## config.mk

```make
export PLATFORM = sky130hd
export DESIGN_NAME = fetch_unit
export DESIGN_NICKNAME = d
export VERILOG_FILES = /design/src/rtl/fetch_pkg.sv /design/src/rtl/fetch_fifo.sv /design/src/rtl/fetch_unit.sv
export SDC_FILE = /design/constraint.sdc
export NUM_CORES = 1
export LEC_CHECK = 0
export BUFFER_PORTS_ARGS = -buffer_cell sky130_fd_sc_hd__buf_2
export CORE_UTILIZATION = 51
export DETAILED_ROUTE_END_ITERATION = 6
export GPL_TIMING_DRIVEN = 0
export HOLD_SLACK_MARGIN = 0.02
export PLACE_DENSITY = 0.81
export SLEW_MARGIN = 10
export SYNTH_ARGS = -nofsm -noshare
export SYNTH_HDL_FRONTEND = slang
export SYNTH_SLANG_ARGS = --single-unit
```

## constraint.sdc

```tcl
create_clock -name i_clock -period 2.3 [get_ports i_clock]
set_input_delay 0.115 -clock i_clock [delete_from_list [all_inputs] [get_ports i_clock]]
set_output_delay 0.115 -clock i_clock [all_outputs]
set_load 0.05 [all_outputs]
```

## src/rtl/fetch_pkg.sv

```systemverilog
// fetch_pkg: shared types, default widths and counter sizing for the fetch stage.
package fetch_pkg;

    localparam int ADDR_WIDTH_DEF = 32;
    localparam int DATA_WIDTH_DEF = 32;

    typedef enum logic {FETCH, DRAIN} fetch_state_t;

    // A counter that must reach DEPTH itself needs one bit more than the index.
    function automatic int cnt_width(input int depth);
        return $clog2(depth) + 1;
    endfunction

endpackage

```

## src/rtl/fetch_fifo.sv

```systemverilog
// fetch_fifo: small synchronous FIFO of {address, data} pairs with clear.
module fetch_fifo
    import fetch_pkg::*;
#(
    parameter int AW    = ADDR_WIDTH_DEF,
    parameter int DW    = DATA_WIDTH_DEF,
    parameter int DEPTH = 2
) (
    input  logic                        i_clock,
    input  logic                        i_reset,
    input  logic                        i_push,
    input  logic                        i_pop,
    input  logic                        i_clear,
    input  logic [AW-1:0]               i_addr,
    input  logic [DW-1:0]               i_data,
    output logic [AW-1:0]               o_addr,
    output logic [DW-1:0]               o_data,
    output logic                        o_full,
    output logic                        o_empty,
    output logic [cnt_width(DEPTH)-1:0] o_count
);

    localparam int PW = $clog2(DEPTH);
    localparam int CW = cnt_width(DEPTH);

    logic [AW-1:0] r_addr [DEPTH];
    logic [DW-1:0] r_data [DEPTH];
    logic [PW-1:0] r_wptr;
    logic [PW-1:0] r_rptr;
    logic [CW-1:0] r_count;
    logic          w_push;
    logic          w_pop;

    assign o_full  = r_count == CW'(DEPTH);
    assign o_empty = r_count == '0;
    assign o_count = r_count;
    assign o_addr  = r_addr[r_rptr];
    assign o_data  = r_data[r_rptr];
    assign w_push  = i_push && !o_full;
    assign w_pop   = i_pop && !o_empty;

    always_ff @(posedge i_clock or negedge i_reset) begin
        if (!i_reset) begin
            r_wptr  <= '0;
            r_rptr  <= '0;
            r_count <= '0;
            for (int i = 0; i < DEPTH; i++) begin
                r_addr[i] <= '0;
                r_data[i] <= '0;
            end
        end else if (i_clear) begin
            r_wptr  <= '0;
            r_rptr  <= '0;
            r_count <= '0;
        end else begin
            if (w_push) begin
                r_addr[r_wptr] <= i_addr;
                r_data[r_wptr] <= i_data;
                r_wptr         <= r_wptr + PW'(1);
            end
            if (w_pop)
                r_rptr <= r_rptr + PW'(1);
            r_count <= r_count + CW'(w_push) - CW'(w_pop);
        end
    end

endmodule

```

## src/rtl/fetch_unit.sv

```systemverilog
// fetch_unit: credit-limited instruction fetch with in-order responses,
// a decode-side buffer, and response draining after a redirect.
module fetch_unit
    import fetch_pkg::*;
#(
    parameter int ADDR_WIDTH = ADDR_WIDTH_DEF,
    parameter int DATA_WIDTH = DATA_WIDTH_DEF,
    parameter int FIFO_DEPTH = 2
) (
    input  logic                  i_clock,
    input  logic                  i_reset,
    input  logic [ADDR_WIDTH-1:0] i_fetch_address,
    input  logic                  i_flush,
    output logic                  o_pc_stall,
    output logic                  o_mem_req_valid,
    input  logic                  i_mem_req_ready,
    output logic [ADDR_WIDTH-1:0] o_mem_req_address,
    input  logic                  i_mem_resp_valid,
    input  logic [DATA_WIDTH-1:0] i_mem_resp_data,
    output logic                  o_instr_valid,
    input  logic                  i_instr_ready,
    output logic [DATA_WIDTH-1:0] o_instr_data,
    output logic [ADDR_WIDTH-1:0] o_instr_address
);

    localparam int CW = cnt_width(FIFO_DEPTH);
    localparam logic [CW:0] DEPTH_C = (CW+1)'(FIFO_DEPTH);

    fetch_state_t          r_state;
    logic [CW-1:0]         r_outstanding;
    logic [CW-1:0]         r_drop_count;
    logic [CW-1:0]         w_drop_next;
    logic [CW-1:0]         w_buf_count;
    logic [CW-1:0]         w_aq_count;
    logic [ADDR_WIDTH-1:0] w_aq_addr;
    logic                  w_aq_data;
    logic                  w_aq_full;
    logic                  w_aq_empty;
    logic                  w_buf_full;
    logic                  w_buf_empty;
    logic                  w_credit;
    logic                  w_accept;
    logic                  w_resp;
    logic                  w_push;
    logic                  w_pop;
    logic                  w_unused;

    // In-flight plus buffered words may never exceed the buffer size.
    assign w_credit          = ({1'b0, r_outstanding} + {1'b0, w_buf_count}) < DEPTH_C;
    assign o_mem_req_valid   = i_reset && r_state == FETCH && !i_flush && w_credit;
    assign o_mem_req_address = i_fetch_address;
    assign w_accept          = o_mem_req_valid && i_mem_req_ready;
    assign o_pc_stall        = !w_accept;
    assign w_resp            = i_mem_resp_valid && r_outstanding != '0;
    assign w_push            = w_resp && r_state == FETCH && !i_flush;
    assign o_instr_valid     = !w_buf_empty && !i_flush;
    assign w_pop             = o_instr_valid && i_instr_ready;
    assign w_drop_next       = r_outstanding - CW'(w_resp);
    assign w_unused          = &{1'b0, w_aq_data, w_aq_full, w_aq_empty, w_aq_count, w_buf_full};

    always_ff @(posedge i_clock or negedge i_reset) begin
        if (!i_reset) begin
            r_state       <= FETCH;
            r_outstanding <= '0;
            r_drop_count  <= '0;
        end else begin
            r_outstanding <= r_outstanding + CW'(w_accept) - CW'(w_resp);
            if (r_state == FETCH) begin
                if (i_flush) begin
                    r_drop_count <= w_drop_next;
                    r_state      <= w_drop_next != '0 ? DRAIN : FETCH;
                end
            end else if (w_resp) begin
                r_drop_count <= r_drop_count - CW'(1);
                r_state      <= r_drop_count == CW'(1) ? FETCH : DRAIN;
            end
        end
    end

    fetch_fifo #(.AW(ADDR_WIDTH), .DW(1), .DEPTH(FIFO_DEPTH)) u_addr_q (
        .i_clock (i_clock),
        .i_reset (i_reset),
        .i_push  (w_accept),
        .i_pop   (w_push),
        .i_clear (i_flush),
        .i_addr  (i_fetch_address),
        .i_data  (1'b0),
        .o_addr  (w_aq_addr),
        .o_data  (w_aq_data),
        .o_full  (w_aq_full),
        .o_empty (w_aq_empty),
        .o_count (w_aq_count)
    );

    fetch_fifo #(.AW(ADDR_WIDTH), .DW(DATA_WIDTH), .DEPTH(FIFO_DEPTH)) u_instr_buf (
        .i_clock (i_clock),
        .i_reset (i_reset),
        .i_push  (w_push),
        .i_pop   (w_pop),
        .i_clear (i_flush),
        .i_addr  (w_aq_addr),
        .i_data  (i_mem_resp_data),
        .o_addr  (o_instr_address),
        .o_data  (o_instr_data),
        .o_full  (w_buf_full),
        .o_empty (w_buf_empty),
        .o_count (w_buf_count)
    );

endmodule

```

# Word level (Yosys, flattened, before mapping)
# Index checks and enable logic that the tools add are counted.
# word_totals
regBits	205
input_bits	70
output_inout_bits	99
word_cells	112
# classes
addsub	13
n_lt_le_gt_ge	7
n_eq_ne	4
n_mux	34
bitwise	6
reduce_logical	33
# ops
operator	count
$mux W32	11
$bwmux W64	3
$demux W32 S1	2
$logic_and A1 B1 Y1	15
$reduce_bool A2 Y1	7
$mux W1	13
$mux W2	5
$ge A2 B2 Y1 const B	4
$not A1 Y2	4
$sub A2 B1 Y2	4
$add A2 B1 Y2	3
$logic_not A1 Y1	6
$reduce_and A2 Y1	3
$add A1 B1 Y1 const B	4
$eq A2 B2 Y1 const B	2
$logic_not A2 Y1	2
$lt A2 B1 Y1 const B	2
$add A2 B2 Y3	1
$lt A3 B2 Y1 const B	1
$eq A2 B1 Y1 const B	1
$ne A2 B1 Y1 const B	1
$not A1 Y1	2
$sub A2 B1 Y2 const B	1

# Longest topological paths before layout
# Gate-level depths: netlist of the first run.
# logic_depth
word_depth	9
mapped_depth	10
mapped_depth_nobuf	10

# Modules after synthesis
# From an unflattened synthesis of the first run, not the netlist that was laid out.
# hier_totals
hier_cells	637
area_unflattened_um2	9900.7
# by_module_without_submodules
module	instances	cells_per_inst	area_each_um2	seq_area_each_um2
fetch_fifo at u_instr_buf	1	364	6034.5	3303.2
fetch_fifo at u_addr_q	1	200	3228.1	1751.7
fetch_unit	1	73	638.1	125.1

# Worst setup path before layout of the first run
# No wires, ideal clock.
# synth_path
kind	reg-to-reg
from	register r_outstanding[0]
to	register r_outstanding[1]
arrival_time_ns	4.528
required_time_ns	2.174
slack_ns	-2.354
path_stages_with_launch	11
path_buffers	0
period_less_slack_ns	4.654
path_cell_list	dfrtp_1 > inv_1 > nor2_1 > fa_1 > nor4b_1 > nand2_1 > ha_1 > inv_1 > ha_1 > xnor2_1 > xnor2_1
# synth_between
elab_chain_cells	6
word_cells_on_any_way	8
# synth_rtl
item	line_no	rtl
start: declaration	fetch_unit.sv:30	logic [CW-1:0] r_outstanding;
start signal: assignment	fetch_unit.sv:67	r_outstanding <= r_outstanding + CW'(w_accept) - CW'(w_resp);
$add A2 B2 Y3	fetch_unit.sv:49	assign w_credit = ({1'b0, r_outstanding} + {1'b0, w_buf_count}) < DEPTH_C;
$lt A3 B2 Y1	fetch_unit.sv:49	
$logic_and A1 B1 Y1	fetch_unit.sv:50	assign o_mem_req_valid = i_reset && r_state == FETCH && !i_flush && w_credit;
via o_mem_req_valid	fetch_unit.sv:15	output logic o_mem_req_valid,
$logic_and A1 B1 Y1	fetch_unit.sv:52	assign w_accept = o_mem_req_valid && i_mem_req_ready;
$add A2 B1 Y2	fetch_unit.sv:67	
$sub A2 B1 Y2	fetch_unit.sv:67	
# The timed path passes the listed nets, and every way through them passes these cells.
# A chain may end at the register's enable or synchronous reset.

# Worst setup path after layout of the first run
# layout_path
from	register u_instr_buf.r_count[0], in the netlist u_instr_buf.o_count[0]
to	register r_outstanding[1]
# layout_between
elab_chain_cells	6
# layout_rtl
item	line_no	rtl
start: declaration	fetch_fifo.sv:30	logic [CW-1:0] r_count;
start signal: assignment	fetch_fifo.sv:63	r_count <= r_count + CW'(w_push) - CW'(w_pop);
$add A2 B2 Y3	fetch_unit.sv:49	
$lt A3 B2 Y1	fetch_unit.sv:49	
$logic_and A1 B1 Y1	fetch_unit.sv:50	
$logic_and A1 B1 Y1	fetch_unit.sv:52	
$add A2 B1 Y2	fetch_unit.sv:67	
$sub A2 B1 Y2	fetch_unit.sv:67	
# Every way passes these cells.

==> results.sh, run 1 <==
export IMPL_synth_edff_count=0
export IMPL_grt_max_degree=94
export IMPL_cap_violations=0
export IMPL_synth_top_cell_area_share=0.526
export IMPL_synth_most_common_cell="dfrtp_1"
export IMPL_dieArea_mm2=0.0197
export IMPL_drtPass1Iterations=4
export IMPL_cts_root_buf="clkbuf_16"
export IMPL_yosysWarnings=0
export IMPL_worst_pin_slew_ps=709
export IMPL_synth_top_area_cell="dfrtp_1"
export IMPL_clk_pin_slew_worst_paths_ps=60
export IMPL_port_buffers=168
export IMPL_cp_end_kind="register"
export IMPL_wl_um=20900
export IMPL_start_kind="register"
export IMPL_relSlewSlack=0.527
export IMPL_grt_overflow=0
export IMPL_die_width_um=140
export IMPL_power_leakage_nw=6.57
export IMPL_comb_power_share=0.414
export IMPL_dp_slack_ps=-356
export IMPL_synthCells=625
export IMPL_syn_to_final_growth_pct=30.9
export IMPL_yosys_top_cells_count="dfrtp_1 (205), mux2_2 (182), mux2_4 (90)"
export IMPL_cts_tree="done"
export IMPL_postSynthAreaPerCell_um2=15.6
export IMPL_synth_cell_type_count=40
export IMPL_grt_setup_unrepaired="true"
export IMPL_grt_total_usage=0.220
export IMPL_cts_buffer_depth=3
export IMPL_drtIter0Drc=186
export IMPL_ir_drop_mv=0.994
export IMPL_ios=169
export IMPL_rr_worst_depth=11
export IMPL_synth_cell_area_mm2=0.00975
export IMPL_fin_crit_ps=2390
export IMPL_hold_viol=0
export IMPL_synth_ff_type="dfrtp_1"
export IMPL_p_int_mw=9.64
export IMPL_sw_frac_of_total=0.374
export IMPL_hp_class="in -> async"
export IMPL_setup_tns_final_ps=-2390
export IMPL_arrival_ps=2780
export IMPL_wl_per_cell_um=18.3
export IMPL_finalMaxSlewViolations=0
export IMPL_seqPwrFrac=0.354
export IMPL_final_area_mm2=0.0128
export IMPL_status="finished with violations"
export IMPL_p_switching_mw=5.76
export IMPL_violations="negative setup slack"
export IMPL_start_util=0.521
export IMPL_cts_sinks=205
export IMPL_finalNetCount=977
export IMPL_cts_buffers_inserted=24
export IMPL_worstPathMaxFanout=2
export IMPL_finClkSkew_ps=14.5
export IMPL_dp_hpwl_um=13000
export IMPL_ys_seq_area_frac=0.526
export IMPL_core_mm2=0.0187
export IMPL_place_gp_congestion=0.724
export IMPL_vias=5871
export IMPL_die_h_um=140
export IMPL_syn_num_nets=704
export IMPL_antenna_found_initial=0
export IMPL_powerDensity_mw_per_mm2=1210
export IMPL_max_freq_ghz=0.418
export IMPL_placed_cell_area_mm2=0.0110
export IMPL_grt_pass1_vias=6406
export IMPL_rrSetupSlack_ps=-90
export IMPL_fin_ws_ps=-92.2
export IMPL_synthTopCellsByArea="dfrtp_1 (53%), mux2_2 (21%), mux2_4 (14%)"
export IMPL_drive_gt1_frac=0.637
export IMPL_synthArstFlopShare=1.00
export IMPL_grt_pass1_wl_um=34000
export IMPL_row_count=50
export IMPL_setup_viol=35
export IMPL_vias_per_cell=5.13
export IMPL_insertion_delay_ps=510
export IMPL_drc_errors=0
export IMPL_postRouteAntennaNets=0
export IMPL_r2r_end="r_outstanding[1]"
export IMPL_worstSetupPathType="reg -> reg"
export IMPL_cp_required_ps=2680
export IMPL_fin_crit_sh=1.04
export IMPL_p_clk_frac=0.232
export IMPL_n_antenna_cell=0
export IMPL_cts_max_level=1
export IMPL_yosys_register_bits=205
export IMPL_r2r_start="u_instr_buf.o_count[0]"
cell type report:
| cell class | instances | area [um2] |
|---|---|---|
| inverter | 9 | 33.8 |
| clock buffer | 33 | 706 |
| multi-input combinational | 345 | 4240 |
| sequential | 205 | 5130 |
| timing repair buffer | 249 | 1740 |
| tap | 234 | 293 |
| fill | 1309 | 5940 |
| buffer | 64 | 587 |
| clock inverter | 6 | 36.3 |
layout by cell type, fill, tap and decap left out, drive strengths merged, types with 3 or more instances in the layout:
cell	count
ha	8
mux2	290
inv	10
nor2	5
xnor2	6
buf	232
nor3	3
dlygate4sd3	67
clkinv	5
nor2b	4
clkbuf	47
dfrtp	205
power by group through the flow:
| stage | combinational [mW] | clock (mW) | sequential (mW) |
|---|---|---|---|
| finish | 6.38 | 3.57 | 5.44 |
| global route | 6.72 | 3.80 | 5.60 |
| CTS | 6.39 | 3.65 | 5.43 |
| detailed placement | 5.99 | 0 | 5.45 |
| global placement | 5.87 | 0 | 5.40 |
| floorplan | 4.86 | 0 | 5.27 |
kinds of logic after synthesis:
group,synth area share
flops,0.526
fa+ha+maj,0.0123
buf+inv,0.0571
xor+xnor,0.00719
mux,0.372
simple gates,0.0173
compound gates,0.00834
routing by layer:
metal,GRT usage,up-vias,share of wire
met1,0.291,3001,0.44
met2,0.383,111,0.51
met4,0.0555,0,0.020
li1,-,2727,-
met5,0,-,0
met3,0.0284,32,0.030
per-stage QoR:
stage	std cells	hold WS, ps	total power [mW]	utilization
global placement	1027	344	11.3	0.584
global route	1145	55.5	16.1	0.682
detailed placement	1029	-33.6	11.4	0.587
floorplan	625	-181	10.1	-
finish	1145	48.8	15.4	0.682
CTS	1145	32.9	15.5	0.683
critical path, stage by stage (launching register included):
cell	delay, ps
dfrtp_1	390
inv_2	80
nor2_4	40
fa_2	470
buf_6	130
nor4b_4	330
nand2_4	100
ha_4	270
inv_2	40
ha_4	150
xnor2_2	130
xnor2_1	120
state kept, by name, summed over array words and instances, names as in the netlist:
name / count
r_drop_count: 2
r_outstanding: 2
r_state: 1
u_addr_q.o_count: 2
u_addr_q.r_addr: 64
u_addr_q.r_rptr: 1
u_addr_q.r_wptr: 1
u_instr_buf.o_count: 2
u_instr_buf.r_addr: 64
u_instr_buf.r_data: 64
u_instr_buf.r_rptr: 1
u_instr_buf.r_wptr: 1
what timing repair did:
action | CTS | global route
gates resized for setup | 68 | 16
setup endpoints to repair | 164 | 146
endpoints found under the hold margin | 243 | 0
pin swaps | 8 | 5
hold buffers | 67 | 0
buffers inserted | 9 | 2
cloned | 2 | 0
how the worst max path moves through the flow:
stage | to | startpoint | cells after the start | slack (ps)
floorplan | r_outstanding[1] | r_outstanding[0] | 10 | -550
global placement | u_addr_q.r_addr[53] | i_reset | 5 | -3550
detailed placement | u_addr_q.r_addr[39] | r_outstanding[0] | 7 | -360
CTS | r_outstanding[1] | u_instr_buf.o_count[0] | 11 | -140
global route | r_outstanding[1] | u_instr_buf.o_count[0] | 11 | -160
finish | r_outstanding[1] | u_instr_buf.o_count[0] | 11 | -90
Power figures use the tool's default switching activity.
==> run 2: changes to the inputs <==
RECOVER_POWER = 25   (was not set)
==> run 2 against run 1 <==
  * The run still ends with negative setup slack left
  * Critical path depth unchanged
  * Die area stayed put
  * Largest power group unchanged
  * Count of clock-buffer cells in the layout unchanged
  * Non-clock buffer count unchanged
  * Global-route usage is the same
  * Via count is the same
  * Clock power about the same
  * Total power hardly changed
  * Worst setup slack did not move
  * Worst hold slack unchanged
  * Cell area barely moved
  * Clock skew unchanged
==> results.sh, run 2 (synthesis results as in run 1) <==
export IMPL_grt_pass1_wl_um=34000
export IMPL_drtPass1Iterations=4
export IMPL_fin_crit_sh=1.04
export IMPL_hp_class="in -> async"
export IMPL_seqPwrFrac=0.354
export IMPL_vias_per_cell=5.13
export IMPL_insertion_delay_ps=510
export IMPL_final_common_cell="dfrtp_1"
export IMPL_drc_errors=0
export IMPL_dp_hpwl_um=13000
export IMPL_sw_frac_of_total=0.374
export IMPL_finClkSkew_ps=14.5
export IMPL_postRouteAntennaNets=0
export IMPL_start_util=0.521
export IMPL_worst_pin_slew_ps=709
export IMPL_place_gp_congestion=0.724
export IMPL_cap_violations=0
export IMPL_grt_total_usage=0.220
export IMPL_relSlewSlack=0.527
export IMPL_die_width_um=140
export IMPL_fin_crit_ps=2390
export IMPL_worstSetupPathType="reg -> reg"
export IMPL_drive_gt1_frac=0.636
export IMPL_powerDensity_mw_per_mm2=1210
export IMPL_grt_pass1_vias=6406
export IMPL_mostFrequentLayoutCells="dfrtp_1 (205), mux2_2 (172), buf_2 (165)"
export IMPL_p_clk_frac=0.232
export IMPL_finalMaxSlewViolations=0
export IMPL_hold_viol=0
export IMPL_cp_end_kind="register"
export IMPL_cts_buffer_depth=3
export IMPL_ir_drop_mv=0.994
export IMPL_place_inst=1029
export IMPL_vias=5871
export IMPL_cts_sinks=205
export IMPL_syn_to_final_growth_pct=30.9
export IMPL_status="finished with violations"
export IMPL_instances_no_fill=1145
export IMPL_grt_max_degree=94
export IMPL_dieArea_mm2=0.0197
export IMPL_cts_root_buf="clkbuf_16"
export IMPL_n_antenna_cell=0
export IMPL_core_mm2=0.0187
export IMPL_largestRegisters="u_addr_q.r_addr: 64 flops, u_instr_buf.r_addr: 64 flops, u_instr_buf.r_data: 64 flops"
export IMPL_die_h_um=140
export IMPL_multi_input_area_mm2=0.00424
export IMPL_power_leakage_nw=6.56
export IMPL_ios=169
export IMPL_cts_buffers_inserted=24
export IMPL_wl_per_cell_um=18.3
export IMPL_cts_max_level=1
export IMPL_setup_viol=35
export IMPL_clk_pin_slew_worst_paths_ps=60
export IMPL_cts_tree="done"
export IMPL_holdWs_ps=48.8
export IMPL_start_kind="register"
export IMPL_placed_cell_area_mm2=0.0110
export IMPL_antenna_found_initial=0
export IMPL_cp_required_ps=2680
export IMPL_violations="negative setup slack"
export IMPL_grt_overflow=0
export IMPL_arrival_ps=2780
export IMPL_comb_power_share=0.414
export IMPL_seq_area_mm2=0.00513
export IMPL_max_freq_ghz=0.418
export IMPL_p_int_mw=9.64
export IMPL_worstPathMaxFanout=2
export IMPL_drtIter0Drc=186
export IMPL_port_buffers=168
export IMPL_p_switching_mw=5.76
export IMPL_row_count=50
export IMPL_finalNetCount=977
export IMPL_fin_ws_ps=-92.2
export IMPL_wl_um=20900
export IMPL_final_area_mm2=0.0128
export IMPL_setup_tns_final_ps=-2390
export IMPL_fin_util=0.682
export IMPL_fill_cells=1310
export IMPL_grt_setup_unrepaired="true"
[run 2: worst max-delay path: stages, from the launching register on]
cell and delay [ps]:
dfrtp_1 390, inv_2 80, nor2_4 40, fa_2 470, buf_6 130, nor4b_4 330, nand2_4 100, ha_4 270
inv_2 40, ha_4 150, xnor2_2 130, xnor2_1 120
[run 2: path summary, 6_finish.rpt]
check                      slack (ps)  cells past startpoint                     end                   start
max                               -90                     11        r_outstanding[1]  u_instr_buf.o_count[0]
max in group asynchronous        1100                      4  u_instr_buf.r_addr[19]                 i_reset
min                                50                      2  u_instr_buf.r_data[46]                 i_reset
max reg2reg                       -90                     11        r_outstanding[1]  u_instr_buf.o_count[0]
min reg2reg                       490                      1   u_instr_buf.r_data[7]   u_instr_buf.r_data[7]
min in group i_clock              150                      5        r_outstanding[1]         i_mem_req_ready
[run 2: per-layer routing]
metal / GRT usage / wire length [um]
met4: 0.0555 / 429
met3: 0.0284 / 631
met2: 0.383 / 10600
met5: 0 / 0
met1: 0.291 / 9270
[run 2: cell type report]
type,count,area share
timing repair buffer,249,0.136
multi-input combinational,345,0.332
tap,234,0.0229
sequential,205,0.402
buffer,64,0.0460
clock buffer,33,0.0553
inverter,9,0.00265
clock inverter,6,0.00284
[run 2: through the flow]
step / setup slack [ps] / total power, mW
2_1_floorplan: -547 / 10.1
3_3_place_gp: -3550 / 11.3
3_5_place_dp: -356 / 11.4
4_1_cts: -138 / 15.5
5_1_grt: -163 / 16.1
6_report: -92.2 / 15.4
[run 2: power by group through the flow]
stage               combinational (mW)  sequential, mW  clock (mW)
floorplan                         4.86            5.27           0
global placement                  5.87            5.40           0
detailed placement                5.99            5.45           0
CTS                               6.39            5.43        3.65
global route                      6.72            5.60        3.80
finish                            6.38            5.44        3.57
[run 2: timing repair]
| action | in CTS | in global routing |
|---|---|---|
| gates cloned | 2 | 0 |
| hold endpoints to repair | 243 | 0 |
| gates resized for setup | 68 | 16 |
| setup endpoints to repair | 164 | 146 |
| pin swaps | 8 | 5 |
| hold buffers | 67 | 0 |
| setup buffers | 9 | 2 |
==> run 3: changes to the inputs <==
TNS_END_PERCENT = 5   (was not set)
==> run 3 against run 2 <==
  * The run still ends with negative setup slack left
  * Die area is the same
  * Via count decreased by 0.24%
  * Count of clock-buffer cells in the layout rose by 2
  * Sequential power hardly changed
  * Highest routed layer unchanged
==> results.sh, run 3 (synthesis results as in run 1) <==
export IMPL_power_leakage_nw=6.58
export IMPL_cp_end_kind="register"
export IMPL_grt_pass1_wl_um=33300
export IMPL_grt_pass1_vias=6284
export IMPL_hold_depth=5
export IMPL_final_common_cell="dfrtp_1"
export IMPL_status="finished with violations"
export IMPL_cts_max_level=1
export IMPL_drtIter0Drc=188
export IMPL_wl_met1_um=9580
export IMPL_drtPass1Iterations=4
export IMPL_cap_violations=0
export IMPL_dp_hpwl_um=13100
export IMPL_grt_overflow=0
export IMPL_dp_slack_ps=-411
export IMPL_mostFrequentLayoutCells="dfrtp_1 (205), buf_2 (167), mux2_2 (165)"
export IMPL_relSlewSlack=0.225
export IMPL_r2r_start="u_instr_buf.o_count[0]"
export IMPL_wl_met3_um=528
export IMPL_fin_crit_sh=1.06
export IMPL_hp_start="i_mem_req_ready"
export IMPL_ir_drop_mv=0.797
export IMPL_powerDensity_mw_per_mm2=1210
export IMPL_cts_buffer_depth=3
export IMPL_cts_root_buf="clkbuf_16"
export IMPL_wl_um=20900
export IMPL_fin_crit_ps=2450
export IMPL_largestRegisters="u_addr_q.r_addr: 64 flops, u_instr_buf.r_addr: 64 flops, u_instr_buf.r_data: 64 flops"
export IMPL_rrSetupSlack_ps=-150
export IMPL_place_inst=1029
export IMPL_instances_no_fill=1149
export IMPL_fin_util=0.683
export IMPL_insertion_delay_ps=500
export IMPL_violations="negative setup slack"
export IMPL_grt_max_degree=88
export IMPL_cts_buffers_inserted=23
export IMPL_core_mm2=0.0187
export IMPL_grt_total_usage=0.214
export IMPL_arrival_ps=2830
export IMPL_port_buffers=168
export IMPL_syn_to_final_growth_pct=31.1
export IMPL_die_h_um=140
export IMPL_finalNetCount=979
export IMPL_cp_required_ps=2680
export IMPL_start_kind="register"
export IMPL_postRouteAntennaNets=0
export IMPL_max_freq_ghz=0.408
export IMPL_dieArea_mm2=0.0197
export IMPL_grt_setup_unrepaired="true"
export IMPL_cts_sinks=205
export IMPL_antenna_found_initial=0
export IMPL_drive_gt1_frac=0.630
export IMPL_finalMaxSlewViolations=0
export IMPL_min_to="r_outstanding[1]"
export IMPL_clk_pin_slew_worst_paths_ps=60
export IMPL_vias_per_cell=5.10
export IMPL_r2r_end="r_outstanding[1]"
export IMPL_vias=5857
export IMPL_setup_viol=33
export IMPL_row_count=50
export IMPL_worstPathMaxFanout=2
export IMPL_top_layer="met4"
export IMPL_place_gp_congestion=0.797
export IMPL_start_util=0.521
export IMPL_hp_class="in -> reg"
export IMPL_wl_per_cell_um=18.2
export IMPL_fill_cells=1259
export IMPL_hold_viol=0
export IMPL_cts_tree="done"
export IMPL_ios=169
export IMPL_rr_worst_depth=11
export IMPL_n_antenna_cell=0
export IMPL_worst_pin_slew_ps=1160
export IMPL_finClkSkew_ps=7.82
export IMPL_worstSetupPathType="reg -> reg"
export IMPL_routed_wl_met2_um=10400
export IMPL_drc_errors=0
export IMPL_fin_ws_ps=-149
export IMPL_die_width_um=140
## run 3: cell count changes in the layout (fill, tap and decap cells not counted), moves of 3 or more
cell	change
mux2_2	-7
mux2_4	+5
buf_6	-4
buf_4	+3
## run 3: cell type report
cell class              count  area (um2)  area share
repair buffers            251        1720       0.134
plain buffers              65         611      0.0478
well taps                 234         293      0.0229
inverters                   9        33.8     0.00264
multi-input cells         345        4260       0.333
clock buffers              35         691      0.0540
flip-flops and latches    205        5130       0.401
clock inverters             5        50.0     0.00392
## run 3: worst max-delay path: stages (launching register included)
cell and delay, ps:
dfrtp_1 390, inv_2 90, nor2_4 40, fa_1 480, buf_6 150, nor4b_4 370
nand2_4 90, ha_4 280, inv_2 40, ha_4 150, xnor2_2 130, xnor2_1 120
## run 3: what timing repair did
action                                  4_1_cts  5_1_grt
endpoints found under the hold margin       336      138
setup buffers                                 6        3
endpoints found under the setup margin      167      116
hold buffers                                 66        6
gates resized for setup                      48       34
pin swaps                                     3        9
## run 3: how the worst max path moves through the flow
stage,to,startpoint,slack (ps)
2_1_floorplan,r_outstanding[1],r_outstanding[0],-560
3_3_place_gp,u_addr_q.r_addr[41],i_reset,-3630
3_5_place_dp,u_addr_q.r_addr[41],r_outstanding[0],-410
4_1_cts,u_addr_q.r_addr[4],u_instr_buf.o_count[0],-130
5_1_grt,r_outstanding[1],u_instr_buf.o_count[0],-220
6_report,r_outstanding[1],u_instr_buf.o_count[0],-150
## run 3: per-stage QoR
step           total power, mW  hold slack, ps  TNS, ps  area [um2]
2_1_floorplan             10.1            -181    -4650        9770
3_3_place_gp              11.3             341  -748200       10900
3_5_place_dp              11.4            45.8   -27300       11000
4_1_cts                   15.3            -474    -5050       12600
5_1_grt                   16.2             182    -6760       12800
6_report                  15.5             182    -4310       12800
## run 3: power by group
group | internal [mW] | switching [mW] | total (mW)
clock | 2.17 | 1.42 | 3.58
sequential | 4.81 | 0.642 | 5.45
combinational | 2.75 | 3.68 | 6.43
## run 3: metal layers
layer	vias up	GRT usage
met3	32	0.0256
met1	2983	0.295
met4	0	0.0521
met2	114	0.363
li1	2728	-
met5	-	0
